## src/rtl/vrased_reset_seq.sv

```systemverilog
// vrased_reset_seq
//   Turns VRASED monitor violation requests into a registered CPU reset
//   pulse. It records which monitors fired in a sticky cause register and
//   counts violation episodes. After the pulse, the block waits for the CPU
//   to re-enter its reset handler before it returns to IDLE.
//
// Parameters
//   RESET_HANDLER  PC value that marks re-entry to the reset vector
//   HOLD_CYCLES    reset pulse length in cycles (legal range 1..255)
//
// Ports
//   clk        single clock; all state changes on its rising edge
//   reset_n    synchronous active-low block reset
//   pc         CPU program counter
//   viol_req   per-monitor violation requests:
//              [0] X_stack, [1] AC, [2] atomicity,
//              [3] dma_AC, [4] dma_detect, [5] dma_X_stack
//   cause_clr  software request to clear the cause register
//   reset      registered CPU reset request
//   cause      sticky violation cause, same bit order as viol_req
//   viol_cnt   saturating count of violation episodes
//   busy       high while the sequence is not IDLE
module vrased_reset_seq #(
  parameter logic [15:0] RESET_HANDLER = 16'h0000,
  parameter int unsigned HOLD_CYCLES   = 8
) (
  input  logic        clk,
  input  logic        reset_n,
  input  logic [15:0] pc,
  input  logic [5:0]  viol_req,
  input  logic        cause_clr,
  output logic        reset,
  output logic [5:0]  cause,
  output logic [7:0]  viol_cnt,
  output logic        busy
);

  typedef enum logic [1:0] {
    IDLE    = 2'd0,
    HOLD    = 2'd1,
    WAIT_PC = 2'd2
  } state_e;

  localparam logic [7:0] HOLD_LOAD = 8'(HOLD_CYCLES - 1);

  state_e      state_q, state_d;
  logic [7:0]  hold_cnt_q, hold_cnt_d;
  logic [5:0]  cause_q, cause_d;
  logic [7:0]  viol_cnt_q, viol_cnt_d;
  logic        reset_q, busy_q;
  logic        viol_any;

  assign viol_any = |viol_req;

  always_comb begin
    state_d    = state_q;
    hold_cnt_d = hold_cnt_q;
    viol_cnt_d = viol_cnt_q;
    cause_d    = cause_q | viol_req;

    // A clear in IDLE drops the old causes. Any violation sampled on the
    // same edge still lands in the register, so the new one wins.
    if (state_q == IDLE && cause_clr) begin
      cause_d = viol_req;
    end

    unique case (state_q)
      IDLE: begin
        if (viol_any) begin
          state_d    = HOLD;
          hold_cnt_d = HOLD_LOAD;
          if (viol_cnt_q != '1) viol_cnt_d = viol_cnt_q + 8'd1;
        end
      end
      HOLD: begin
        // A violation during the pulse extends it. It is part of the same
        // episode, so it is not counted again.
        if (viol_any) begin
          hold_cnt_d = HOLD_LOAD;
        end else if (hold_cnt_q == '0) begin
          state_d = WAIT_PC;
        end else begin
          hold_cnt_d = hold_cnt_q - 8'd1;
        end
      end
      WAIT_PC: begin
        // A new violation takes priority over the CPU reaching its handler.
        if (viol_any) begin
          state_d    = HOLD;
          hold_cnt_d = HOLD_LOAD;
          if (viol_cnt_q != '1) viol_cnt_d = viol_cnt_q + 8'd1;
        end else if (pc == RESET_HANDLER) begin
          state_d = IDLE;
        end
      end
      default: state_d = IDLE;
    endcase
  end

  always_ff @(posedge clk) begin
    if (!reset_n) begin
      state_q    <= IDLE;
      hold_cnt_q <= '0;
      cause_q    <= '0;
      viol_cnt_q <= '0;
      reset_q    <= 1'b0;
      busy_q     <= 1'b0;
    end else begin
      state_q    <= state_d;
      hold_cnt_q <= hold_cnt_d;
      cause_q    <= cause_d;
      viol_cnt_q <= viol_cnt_d;
      // reset and busy are decoded from the next state, so each one comes
      // straight from a flop and is aligned with state_q.
      reset_q    <= (state_d == HOLD);
      busy_q     <= (state_d != IDLE);
    end
  end

  assign reset    = reset_q;
  assign busy     = busy_q;
  assign cause    = cause_q;
  assign viol_cnt = viol_cnt_q;

endmodule

```

## config.mk

```make
export PLATFORM = sky130hd
export DESIGN_NAME = vrased_reset_seq
export DESIGN_NICKNAME = d
export VERILOG_FILES = /design/src/rtl/vrased_reset_seq.sv
export SDC_FILE = /design/constraint.sdc
export NUM_CORES = 1
export LEC_CHECK = 0
export ABC_AREA = 1
export CAP_MARGIN = 20
export CORE_ASPECT_RATIO = 1.2
export CORE_MARGIN = 3
export CORE_UTILIZATION = 42
export DETAILED_ROUTE_END_ITERATION = 8
export PLACE_DENSITY_LB_ADDON = 0.25
export SYNTH_ARGS = -nofsm -noshare
export SYNTH_HDL_FRONTEND = slang
export SYNTH_SLANG_ARGS = --single-unit
```

## constraint.sdc

```tcl
create_clock -name clk -period 1.3 [get_ports clk]
set_clock_uncertainty 0.05 [all_clocks]
set_input_delay 0.26 -clock clk [delete_from_list [all_inputs] [get_ports clk]]
set_output_delay 0.26 -clock clk [all_outputs]
set_load 0.05 [all_outputs]
```

Word-level counts from Yosys, hierarchy flattened --
Index checks and enable logic that the tools add are counted.
Word-level totals: register bits 26, input bits 25, output and inout bits 16, word-level logic and storage cells 36
Cells by class: add/sub/neg operators 2, equal/unequal tests 6, multiplexer cells 11, bitwise gates (word level) 1, reductions and logical operators 10
Operator list (count):
- $mux 8 | 3
- $logic_not 16->1 | 1
- $pmux 8 s2 | 1
- $mux 2 | 5
- $add 8x1->8 const B | 1
- $logic_not 8->1 | 1
- $ne 8x8->1 const B | 1
- $sub 8x1->8 const B | 1
- $mux 6 | 1
- $or 6x6->6 | 1
- $pmux 2 s3 | 1
- $reduce_and 3->1 | 2
- $reduce_or 6->1 | 1
- $eq 2x1->1 const B | 2
- $reduce_bool 2->1 | 2
- $ne 3x3->1 const B | 1
- $eq 2x2->1 const B | 1
- $logic_not 2->1 | 1
- $ne 2x1->1 const B | 1
- $reduce_or 2->1 | 1
- $logic_and 1x1->1 | 1

Logic depth before layout (Yosys ltp) --
word-level depth 5, gate-level depth with buffers 12, depth with buffers taken out 11

Worst setup path before layout --
OpenSTA, ideal clock, no wires.
path kind reg-to-reg, start reg viol_cnt_q[0], in the netlist viol_cnt[0], end reg viol_cnt_q[2], in the netlist viol_cnt[2], setup time 0.117 ns, arrival 1.547 ns, required time 1.133 ns, path slack -0.414 ns, stages on the path, launching flop included 8, buffers on the path 1, period minus slack after synthesis 1.714 ns, cells stage by stage dfxtp_1 -> ha_1 -> nand3_2 -> nor2_2 -> nor2_1 -> buf_6 -> a21oi_1 -> nor2_1
On the way: word-level cells in the longest chain between the ends 2, elaborated cells between the ends (all ways) 3, those cells by class 1 x add/sub; 1 x eq/ne; 1 x reduce/logical
RTL lines:
- start, declared | line 49 | logic [7:0] viol_cnt_q, viol_cnt_d;
- start signal, assigned | line 112 | viol_cnt_q <= viol_cnt_d;
- parallel branches: the longest is 2 deep, another holds $add 8x1->8
Parallel ways; which one is timed is not known. A chain may end at the register's enable or synchronous reset.

Worst setup path after layout --
start reg hold_cnt_q[0], end reg hold_cnt_q[1]
On the way: word-level cells in the longest chain between the ends 4, elaborated cells between the ends (all ways) 7, those cells by class 1 x add/sub; 1 x eq/ne; 3 x mux; 2 x reduce/logical
RTL lines:
- start, declared | line 47 | logic [7:0] hold_cnt_q, hold_cnt_d;
- start signal, assigned | line 110 | hold_cnt_q <= hold_cnt_d;
- $sub 8x1->8 | line 83 | hold_cnt_d = hold_cnt_q - 8'd1;
- $mux 8 | line 80 | end else if (hold_cnt_q == '0) begin
- $mux 8 | line 78 | if (viol_any) begin
- $pmux 8 s2 | line 67 | unique case (state_q)
Several ways; a longest one is shown, not always the timed one. The select of a mux whose other input is x is not followed.

==> impl_metrics.toml <==
[synth]
mean_syn_cell_area_um2 = 6.49
ys_types = 20
synth_warnings = 0
yosysSeqAreaShare_pct = 38.6
yosysTopAreaCellShare_pct = 38.6
postSynthNetCount = 236
ys_seq_elements = 26
synthTopCellsByArea = "dfxtp_1, nand2_1, nor2_1"
netlist_area_um2 = 1350
synthCells = 208
netlist.top_cell.by_area = "dfxtp_1"

[clocking]
clock_edge_transition_at_the_registers_on_the_reported_setup_and_hold_paths_ns = 0.16
post_cts_hold_buffer_count = 0
cts_inserted_buffers = 3
insertion_delay_ns = 0.33
cts.path.max_buffers = 2
tritoncts_num_sinks = 26
ctsHtreeMaxLevel = 1
clockRootBuffer = "clkbuf_4"
clock_tree_from_tritoncts = "done"

[global_routing]
global_route.usage.met1_pct = 20.8
global_route_wire_length_before_repair_um = 6230
number_of_antenna_violations_at_the_first_check_in_global_routing = 0
globalRoute.totalOverflow = 0
globalRouteMet3Util_pct = 4.34
globalRoute.busiestLayer = "met2"
grt_max_degree = 15
first_global_vias = 1519
gr-usage-met2_pct = 37.9
groute.usage.overall_pct = 19.9

[route]
dr_total_vias = 1589
iteration_0_drc_count_of_the_detailed_router = 78
route.detailed.drc = 0
route.final.wire_length_um = 4090
drt_first_pass_iters = 5
avgRoutedWirePerCell_um = 13.2
ant_nets = 0
via_count_normalized_by_instance_count = 5.13

[placement]
globalplace.congestion = 0.832
post-place-cells = 298
place.port_buffers = 40
place.detailed.hpwl_um = 2720

[min_path]
holdCritStartpoint = "viol_req[4]"
hp-class = "in2reg"

[worst_setup_path]
setup.worst_path.end_class = "register"
worstSetupStartpointType = "register"
crit_path_start = "hold_cnt_q[0]$_SDFFE_PN0P_"
timing.setup.critical_path_class = "reg2reg"
rr_startpoint = "hold_cnt_q[0]$_SDFFE_PN0P_"
critical_path_peak_fanout = 6
critical_path_arrival_ns = 1.59
crit_required_ns = 1.52

[power]
vdd_ir_drop_max_mv = 0.834
power.total_mw = 1.75
leakage_nw = 1.08
power_density_nw_per_um2 = 729

[sta]
relSlewSlack_pct = 64.6
setup_ws_ns = -0.0712
rsz0062_at_grt = "true"
timing_max_transition_violations_final = 0
setup_viol = 14
timing_worst_slew_pin_value_ns = 0.530
final-hold-violation-count = 0
max_clock_freq_ghz = 0.729
fin_crit_sh_pct = 105
post-route-min-period_ns = 1.37

[die]
core_area_um2 = 2940
boundaryPins = 41
design.die.area_um2 = 3930
rows = 21
chipHeight_um = 68.1
die_width_um = 57.8
initial_utilization_pct = 45.9

[cells_and_area]
multi_input_area_um2 = 878
final_layout_size_suffix_gt1_share_pct = 35.5
diodes = 0
flow.area_growth_from_synthesis_pct = 77.8
fillers = 162
sequential_cell_area_um2 = 546
final_nets = 305
final-instance-count-excl-fill = 310

[run_status]
violations = "negative setup slack"
run_status = "finished with violations"

[job]
drv.max_cap_violation_count = 0
==> placed cells by master, fill, tap and decap left out, drive strengths merged <==
| cell type | Yosys | final |
|---|---|---|
| dfxtp | 26 | 26 |
| nand4 | 3 | 3 |
| nand2 | 54 | 55 |
| o21ai | 4 | 4 |
| nor2 | 46 | 46 |
| inv | 22 | 22 |
| nand3 | 27 | 27 |
| clkbuf | 1 | 4 |
| a21oi | 14 | 14 |
| buf | 4 | 44 |
| ha | 3 | 3 |
| nor3 | 1 | 1 |
| xnor2 | 3 | 3 |
| dlymetal6s2s | 0 | 4 |
| clkdlybuf4s50 | 0 | 20 |
==> what timing repair did <==
action / in CTS / in global routing
setup buffers: 1 / 5
cloned: 1 / 1
pin swaps: 11 / 10
resized for setup: 16 / 36
endpoints found under the setup margin: 23 / 24
==> logic make-up (layout without fill, tap and decap cells) <==
family / count (synthesis) / after routing / synth area share (%)
adder cells (fa/ha/maj): 3 / 3 / 2.78
buffers and inverters: 27 / 94 / 8.71
AO/OA/AOI/OAI: 18 / 18 / 6.95
XOR/XNOR: 3 / 3 / 1.95
flip-flops: 26 / 26 / 38.6
AND/OR/NAND/NOR: 131 / 132 / 41.1
==> power by group <==
part           leakage [nW]  internal (mW)  total (mW)  switching, mW
combinational         0.844          0.242       0.461          0.219
clock                0.0210          0.172       0.432          0.260
sequential            0.219          0.823       0.856         0.0330
==> worst max-delay path: stages (launching register included) <==
cell and delay (ns):
dfxtp_2 0.35, inv_2 0.07, ha_4 0.14, nand2_1 0.04, nor2_1 0.09, nand2_1 0.07, nand2_2 0.10, nand2_4 0.11
nand2_8 0.10, nand2_1 0.08, a21oi_2 0.11
==> stage by stage <==
| step | TNS [ns] | setup slack, ns | cell area, um^2 | hold WS [ns] | utilization (%) |
|---|---|---|---|---|---|
| final | -0.602 | -0.0712 | 2400 | 0.144 | 81.5 |
| after global routing | -2.34 | -0.187 | 2400 | 0.165 | 81.5 |
| after floorplan | -0.0230 | -0.0106 | 1410 | 0.327 | - |
| after detailed placement | -8.52 | -0.498 | 2130 | 0.408 | 72.4 |
| after CTS | -0.151 | -0.0459 | 2240 | 0.430 | 76.1 |
| after global placement | -7.48 | -0.426 | 2130 | 0.402 | 72.4 |
==> final timing paths <==
kind | end | slack [ns] | depth (start not counted)
setup / recovery | hold_cnt_q[1]$_SDFFE_PN0P_ | -0.07 | 10
hold / removal | cause[4]$_SDFF_PN0_ | 0.14 | 3
setup reg to reg | hold_cnt_q[1]$_SDFFE_PN0P_ | -0.07 | 10
hold reg to reg | hold_cnt_q[1]$_SDFFE_PN0P_ | 0.44 | 2
==> sequential cells by signal (all words and copies together) (netlist names) <==
signal / flops
hold_cnt_q: 8
viol_cnt: 8
cause: 6
state_q: 2
busy: 1
reset: 1
==> synth_stat cells <==
master and number:
dfxtp_1 26, o21ai_2 1, buf_2 1, clkbuf_1 1, ha_1 3, inv_1 22
nand4_1 3, buf_1 1, nor3_1 1, a21oi_1 14, o21ai_1 2, nand2_1 52
o21ai_0 1, buf_6 2, nand3_1 26, nand3_2 1, nor2_1 42, nor2_2 4
xnor2_1 3, nand2_2 2
==> area by class of cell <==
cell class / count / area share (%)
well taps: 34 / 1.77
inverters: 22 / 3.44
multi-input cells: 156 / 36.6
repair buffers: 68 / 33.9
flip-flops and latches: 26 / 22.7
clock buffers: 4 / 1.51
==> metal layers <==
layer | share of wire [%] | wire length [um]
met1 | 39 | 1600
met5 | 0 | 0
met2 | 55 | 2240
met3 | 5.2 | 213
met4 | 0.90 | 37
Note: power is estimated with default switching activity, not from simulation.
